## config.mk

```make
export PLATFORM = sky130hd
export DESIGN_NAME = muldiv_issue_ctrl
export DESIGN_NICKNAME = d
export VERILOG_FILES = /design/src/rtl/muldiv_issue_ctrl.sv
export SDC_FILE = /design/constraint.sdc
export NUM_CORES = 1
export LEC_CHECK = 0
export ABC_CLOCK_PERIOD_IN_PS = 8500
export CAP_MARGIN = 15
export CORE_ASPECT_RATIO = 0.7
export CORE_MARGIN = 2
export CORE_UTILIZATION = 26
export CTS_CLUSTER_DIAMETER = 30
export DETAILED_ROUTE_END_ITERATION = 10
export MAX_ROUTING_LAYER = met4
export PLACE_DENSITY = 0.66
export SLEW_MARGIN = 30
export SYNTH_ARGS = -nofsm -noshare
export SYNTH_HDL_FRONTEND = slang
export SYNTH_SLANG_ARGS = --single-unit
export TNS_END_PERCENT = 20
```

## constraint.sdc

```tcl
create_clock -name clk -period 8.5 [get_ports clk]
set_input_delay 1.7 -clock clk [delete_from_list [all_inputs] [get_ports clk]]
set_output_delay 1.7 -clock clk [all_outputs]
set_load 0.01 [all_outputs]
```

## src/rtl/muldiv_issue_ctrl.sv

```systemverilog
// rtl/muldiv_issue_ctrl.sv - issue/writeback controller for the multi-cycle M-extension unit
module muldiv_issue_ctrl #(
  parameter int TIMEOUT = 15
) (
  input  logic        clk,
  input  logic        rst,
  input  logic        dec_valid,
  input  logic        dec_is_muldiv,
  input  logic [5:0]  dec_alucode,
  input  logic [31:0] dec_op1,
  input  logic [31:0] dec_op2,
  input  logic [4:0]  dec_rd,
  input  logic        dec_rd_we,
  input  logic [4:0]  dec_rs1,
  input  logic [4:0]  dec_rs2,
  input  logic        dec_rs1_used,
  input  logic        dec_rs2_used,
  input  logic        flush,
  output logic        mc_is_multiclock,
  output logic [5:0]  mc_alucode,
  output logic [31:0] mc_op1,
  output logic [31:0] mc_op2,
  input  logic [31:0] mc_result,
  input  logic        mc_done,
  output logic        stall,
  output logic        wb_valid,
  output logic [4:0]  wb_rd,
  output logic [31:0] wb_data,
  input  logic        wb_ready,
  output logic        busy,
  output logic        err
);

  localparam int CW = $clog2(TIMEOUT + 1);

  typedef enum logic [2:0] {
    S_IDLE,
    S_ISSUE,
    S_WAIT,
    S_WB,
    S_DRAIN
  } state_t;

  state_t         state_q, state_d;
  logic [5:0]     alucode_q, alucode_d;
  logic [31:0]    op1_q, op1_d;
  logic [31:0]    op2_q, op2_d;
  logic [4:0]     rd_q, rd_d;
  logic [31:0]    data_q, data_d;
  logic [CW-1:0]  cnt_q, cnt_d;
  logic           err_q, err_d;

  logic [CW-1:0]  cnt_inc;
  logic           cnt_hit;
  logic           hazard;

  // Saturating next count and the timeout condition it produces
  always_comb begin
    cnt_inc = (cnt_q == CW'(TIMEOUT)) ? cnt_q : cnt_q + CW'(1);
    cnt_hit = (cnt_inc == CW'(TIMEOUT));
  end

  // Read-after-write and write-after-write hazard against the in-flight destination
  always_comb begin
    hazard = (rd_q != 5'd0) &&
             ((dec_rs1_used && (dec_rs1 == rd_q)) ||
              (dec_rs2_used && (dec_rs2 == rd_q)) ||
              (dec_rd_we    && (dec_rd  == rd_q)));
    stall  = dec_valid && !flush && (state_q != S_IDLE) && (dec_is_muldiv || hazard);
  end

  // Next-state and datapath capture; flush outranks mc_done, mc_done outranks timeout
  always_comb begin
    state_d   = state_q;
    alucode_d = alucode_q;
    op1_d     = op1_q;
    op2_d     = op2_q;
    rd_d      = rd_q;
    data_d    = data_q;
    cnt_d     = cnt_q;
    err_d     = 1'b0;
    case (state_q)
      S_IDLE: begin
        if (dec_valid && dec_is_muldiv && !flush) begin
          alucode_d = dec_alucode;
          op1_d     = dec_op1;
          op2_d     = dec_op2;
          rd_d      = dec_rd_we ? dec_rd : 5'd0;
          state_d   = S_ISSUE;
        end
      end
      S_ISSUE: begin
        cnt_d   = '0;
        state_d = flush ? S_DRAIN : S_WAIT;
      end
      S_WAIT: begin
        if (flush) begin
          cnt_d   = '0;
          state_d = S_DRAIN;
        end else if (mc_done) begin
          data_d  = mc_result;
          state_d = (rd_q != 5'd0) ? S_WB : S_IDLE;
        end else if (cnt_hit) begin
          cnt_d   = cnt_inc;
          err_d   = 1'b1;
          state_d = S_IDLE;
        end else begin
          cnt_d   = cnt_inc;
        end
      end
      S_WB: begin
        if (flush || wb_ready) begin
          state_d = S_IDLE;
        end
      end
      S_DRAIN: begin
        cnt_d = cnt_inc;
        if (mc_done || cnt_hit) begin
          state_d = S_IDLE;
        end
      end
      default: begin
        state_d = S_IDLE;
      end
    endcase
  end

  // State and datapath registers
  always_ff @(posedge clk or posedge rst) begin
    if (rst) begin
      state_q   <= S_IDLE;
      alucode_q <= '0;
      op1_q     <= '0;
      op2_q     <= '0;
      rd_q      <= '0;
      data_q    <= '0;
      cnt_q     <= '0;
      err_q     <= 1'b0;
    end else begin
      state_q   <= state_d;
      alucode_q <= alucode_d;
      op1_q     <= op1_d;
      op2_q     <= op2_d;
      rd_q      <= rd_d;
      data_q    <= data_d;
      cnt_q     <= cnt_d;
      err_q     <= err_d;
    end
  end

  assign mc_is_multiclock = (state_q == S_ISSUE);
  assign mc_alucode       = alucode_q;
  assign mc_op1           = op1_q;
  assign mc_op2           = op2_q;
  assign wb_valid         = (state_q == S_WB);
  assign wb_rd            = rd_q;
  assign wb_data          = data_q;
  assign busy             = (state_q != S_IDLE);
  assign err              = err_q;

endmodule
```

Word-level counts from Yosys, hierarchy flattened
Index checks and enable logic that the tools add are counted.
- flip-flop bits (word level): 115
- word-level logic and storage cells: 65
- add/sub/neg operators: 1
- equality and inequality tests: 14
- mux-type cells: 18
- bitwise logic cells: 1
- reduce and logical (&&, ||, !) cells: 23
- operator list (operator ; number):
    $mux 3 ; 7
    $eq 5x5->1 ; 3
    $pmux 3 s5 ; 1
    $mux 4 ; 3
    $pmux 4 s3 ; 1
    $logic_and 1x1->1 ; 9
    $eq 4x4->1 const B ; 2
    $eq 3x2->1 const B ; 2
    $reduce_bool 3->1 ; 2
    $logic_or 1x1->1 ; 5
    $mux 5 ; 1
    $reduce_bool 5->1 ; 1
    $add 4x1->4 const B ; 1
    $mux 1 ; 4
    $ne 2x2->1 const B ; 2
    $ne 4x4->1 const B ; 1
    $reduce_and 2->1 ; 2
    $reduce_and 4->1 ; 1
    $eq 3x1->1 const B ; 1
    $eq 3x3->1 const B ; 1
    $logic_not 3->1 ; 1
    $ne 3x3->1 const B ; 1
    $reduce_and 3->1 ; 1
    $mux 2 ; 1
    3 further kinds ; 3

Logic depth before layout (Yosys ltp)
- depth in word-level cells: 7
- mapped depth: 7
- mapped depth without buffers: 5

Worst setup path after synthesis
Ideal clock, no wire load.
- kind: input to output
- start point: input dec_rs2[1]
- end point: output stall
- arrival time: 2.486 ns
- required time: 6.800 ns
- slack: 4.314 ns
- cell stages on the path: 5
- cell sequence: xor2_1 -> nor4_1 -> and3_1 -> a31oi_1 -> a21oi_1
- word-level cells in the longest chain between the ends: 7
- ends and longest elaborated chain (what ; RTL line ; RTL):
    start, declared ; 15 ; input logic [4:0] dec_rs2,
    $eq 5x5->1 ; 67 ; (dec_rs2_used && (dec_rs2 == rd_q)) ||
    $logic_and 1x1->1 ; 67 ;
    $logic_or 1x1->1 ; 66 ; ((dec_rs1_used && (dec_rs1 == rd_q)) ||
    $logic_or 1x1->1 ; 67 ;
    $logic_and 1x1->1 ; 65 ; hazard = (rd_q != 5'd0) &&
    $logic_or 1x1->1 ; 69 ; stall = dec_valid && !flush && (state_q != S_IDLE) && (dec_is_muldiv || hazard);
    $logic_and 1x1->1 ; 69 ;
    end, declared ; 25 ; output logic stall,
Every way passes these cells.

Final worst setup path
- start point: input dec_rd[1]
- end point: output stall
- word-level cells in the longest chain between the ends: 6
- ends and longest elaborated chain (what ; RTL line ; RTL):
    start, declared ; 12 ; input logic [4:0] dec_rd,
    $eq 5x5->1 ; 68 ; (dec_rd_we && (dec_rd == rd_q)));
    $logic_and 1x1->1 ; 68 ;
    $logic_or 1x1->1 ; 67 ;
    $logic_and 1x1->1 ; 65 ;
    $logic_or 1x1->1 ; 69 ;
    $logic_and 1x1->1 ; 69 ;
Every way passes these cells.

==> impl_metrics.env <==
export IMPL_run_status="finished clean"
export IMPL_fin_cells=818
export IMPL_synth_edf_count=0
export IMPL_synth_area_leaders="dfrtp_1, mux2_2, xor2_1"
export IMPL_vias_per_cell=4.33
export IMPL_fin_setup_tns_ns=0
export IMPL_clockPowerShare=0.272
export IMPL_postRouteWirelength_microns=12400
export IMPL_comb_power_share=0.393
export IMPL_p_per_area_nw_per_um2=358
export IMPL_coreArea_sq_um=18000
export IMPL_grt_max_degree=81
export IMPL_fin_nets=697
export IMPL_finalHoldViolCount=0
export IMPL_seqPwrFrac=0.335
export IMPL_track_usage=0.135
export IMPL_ios=239
export IMPL_area_sequential_sq_um=2880
export IMPL_num_vias=3546
export IMPL_gp_congestion=0.829
export IMPL_syn_nets=454
export IMPL_portBuffers=238
export IMPL_die_y_microns=117
export IMPL_grt_pass1_vias=3794
export IMPL_grt_first_pass_wirelength_microns=19200
export IMPL_chipWidth_microns=165
export IMPL_p_leak_nw=3.34
export IMPL_layout_drive_gt1_share=0.235
export IMPL_rsz0062_at_grt="no"
export IMPL_yosysMostFrequentCell="dfrtp_1"
export IMPL_min_period_ns=5.25
export IMPL_cap_viol_max_count=0
export IMPL_synthFlopType="dfrtp_1"
export IMPL_area_delta_synth_final_pct=68.5
export IMPL_rows=41
export IMPL_avgSynthCellArea_sq_um=14.5
export IMPL_p_int_mw=2.02
export IMPL_critPathLaunchType="input port"
export IMPL_dp_cells=786
export IMPL_synth_top_area_frac=0.607
export IMPL_syn_area_sq_um=4740
export IMPL_critPathArrivalTime_ns=3.55
export IMPL_ys_types=43
export IMPL_cts_path_max_buffers=2
export IMPL_worstSetupPathType="input port to output pin"
export IMPL_htreeDepth=4
export IMPL_max_freq_mhz=190
export IMPL_p_total_mw=2.86
export IMPL_num_fill_cells=1623
export IMPL_setup_viol=0
export IMPL_ant_nets=0
export IMPL_root_buffer="clkbuf_16"
export IMPL_yosysTopAreaCell="dfrtp_1"
export IMPL_fin_area_sq_um=7990
export IMPL_num_antenna_cells=0
export IMPL_crit_fanout=2
export IMPL_yosys_warnings=0
export IMPL_wl_per_cell_microns=15.2
export IMPL_synth_seq_area_share=0.607
export IMPL_period_share=0.618
export IMPL_hold_path_class="register to register"
export IMPL_synth_async_reset_ratio=1.00
export IMPL_start_util=0.264
export IMPL_dp_hpwl_microns=9080
export IMPL_post_cts_resized=0
export IMPL_place_area_sq_um=7340
export IMPL_hold_ws_ns=0.484
export IMPL_synth_cells=326
export IMPL_switching_share=0.295
export IMPL_endpoint_kind="output pin"
export IMPL_peakVddDrop_mv=0.172
export IMPL_drc_errors=0
export IMPL_numCtsBuffers=17
export IMPL_multiInputGateArea_sq_um=1720
export IMPL_tritoncts="yes"
export IMPL_ys_ff_latch=115
export IMPL_synthTopCellsByCount="dfrtp_1, mux2_2, xor2_1"
export IMPL_fin_worst_skew_ns=0.00945
export IMPL_cts_hold_fix_buffers=0
export IMPL_slew_violations=0
export IMPL_die_area_sq_um=19400
export IMPL_cts_setup_buffers=0
export IMPL_antenna_found_initial=0
export IMPL_drt_iter0_markers=119
export IMPL_power_switching_uw=844
export IMPL_required_ns=6.80
export IMPL_cts_clk_slew_worst_paths_ns=0.06
export IMPL_overflow=0
export IMPL_clk_latency_ns=0.41
export IMPL_tightestPinTransition_ns=0.881
export IMPL_firstDrtPassIters=4
export IMPL_clock_sinks=115
export IMPL_max_slew_margin=0.409
-- final cells by class --
class | instances | area share
flip-flops and latches | 115 | 0.360
repair buffers | 240 | 0.300
multi-input cells | 183 | 0.216
clock buffers | 19 | 0.0567
well taps | 236 | 0.0369
clock inverters | 13 | 0.0244
inverters | 12 | 0.00595
-- state kept, by name (all words and copies together), names as in the netlist --
register    count
mc_op1         32
mc_op2         32
wb_data        32
mc_alucode      6
wb_rd           5
cnt_q           4
state_q         3
err             1
-- cells in the final DEF, fill, tap and decap left out, types with 3 or more instances in the layout --
cell,synthesis,routed
bufinv_16,0,4
inv_6,0,5
inv_1,11,10
clkinvlp_4,0,3
nor4_1,4,4
clkbuf_16,0,17
nand2_1,4,4
xnor2_1,4,4
clkdlybuf4s50_1,0,238
mux2_1,7,7
xor2_1,13,13
dfrtp_1,115,115
mux2_2,95,95
o21ai_0,7,7
nor3_1,3,3
nand3_1,10,10
a21oi_1,4,4
-- worst max-delay path, stage by stage --
cell and delay [ns]:
clkdlybuf4s50_1 0.45, xor2_1 0.16, nor4_1 0.41, a31oi_1 0.14, a21oi_1 0.16, clkdlybuf4s50_1 0.55
-- path summary, 6_finish.rpt --
path	startpoint	end	slack, ns	depth (start not counted)
worst max register to register	state_q[1]	state_q[0]	6.08	5
worst min register to register	mc_op1[23]	mc_op1[23]	0.48	1
worst min-delay path	mc_op1[23]	mc_op1[23]	0.48	1
max in group asynchronous	rst	mc_op2[13]	5.50	3
worst max-delay path	dec_rd[1]	stall	3.25	6
min in group asynchronous	rst	wb_data[25]	1.74	2
-- kinds of logic after synthesis --
family	share of synthesized area
simple gates	0.0477
fa+ha+maj	0.00264
xor+xnor	0.0314
mux	0.244
flops	0.607
buf+inv	0.0298
compound gates	0.0375
-- power groups by stage --
stage                     sequential, mW  combinational [mW]  clock (mW)
after global routing               0.996                1.20       0.833
after CTS                          0.963                1.14       0.801
after floorplan                     1.05               0.390           0
after global placement             0.951                1.13           0
after detailed placement           0.966                1.13           0
final                              0.960                1.12       0.777
-- stage by stage --
stage          worst slack, ns   util
2_1_floorplan             3.76      -
3_3_place_gp              3.33  0.409
3_5_place_dp              3.26  0.409
4_1_cts                   3.24  0.445
5_1_grt                   3.20  0.445
6_report                  3.25  0.445
-- metal layers --
metal  track usage  share of wire
met1         0.164           0.43
met2         0.202           0.46
met3        0.0620          0.097
met4        0.0425          0.014
met5             -              0
(Power assumes the default switching activity.)
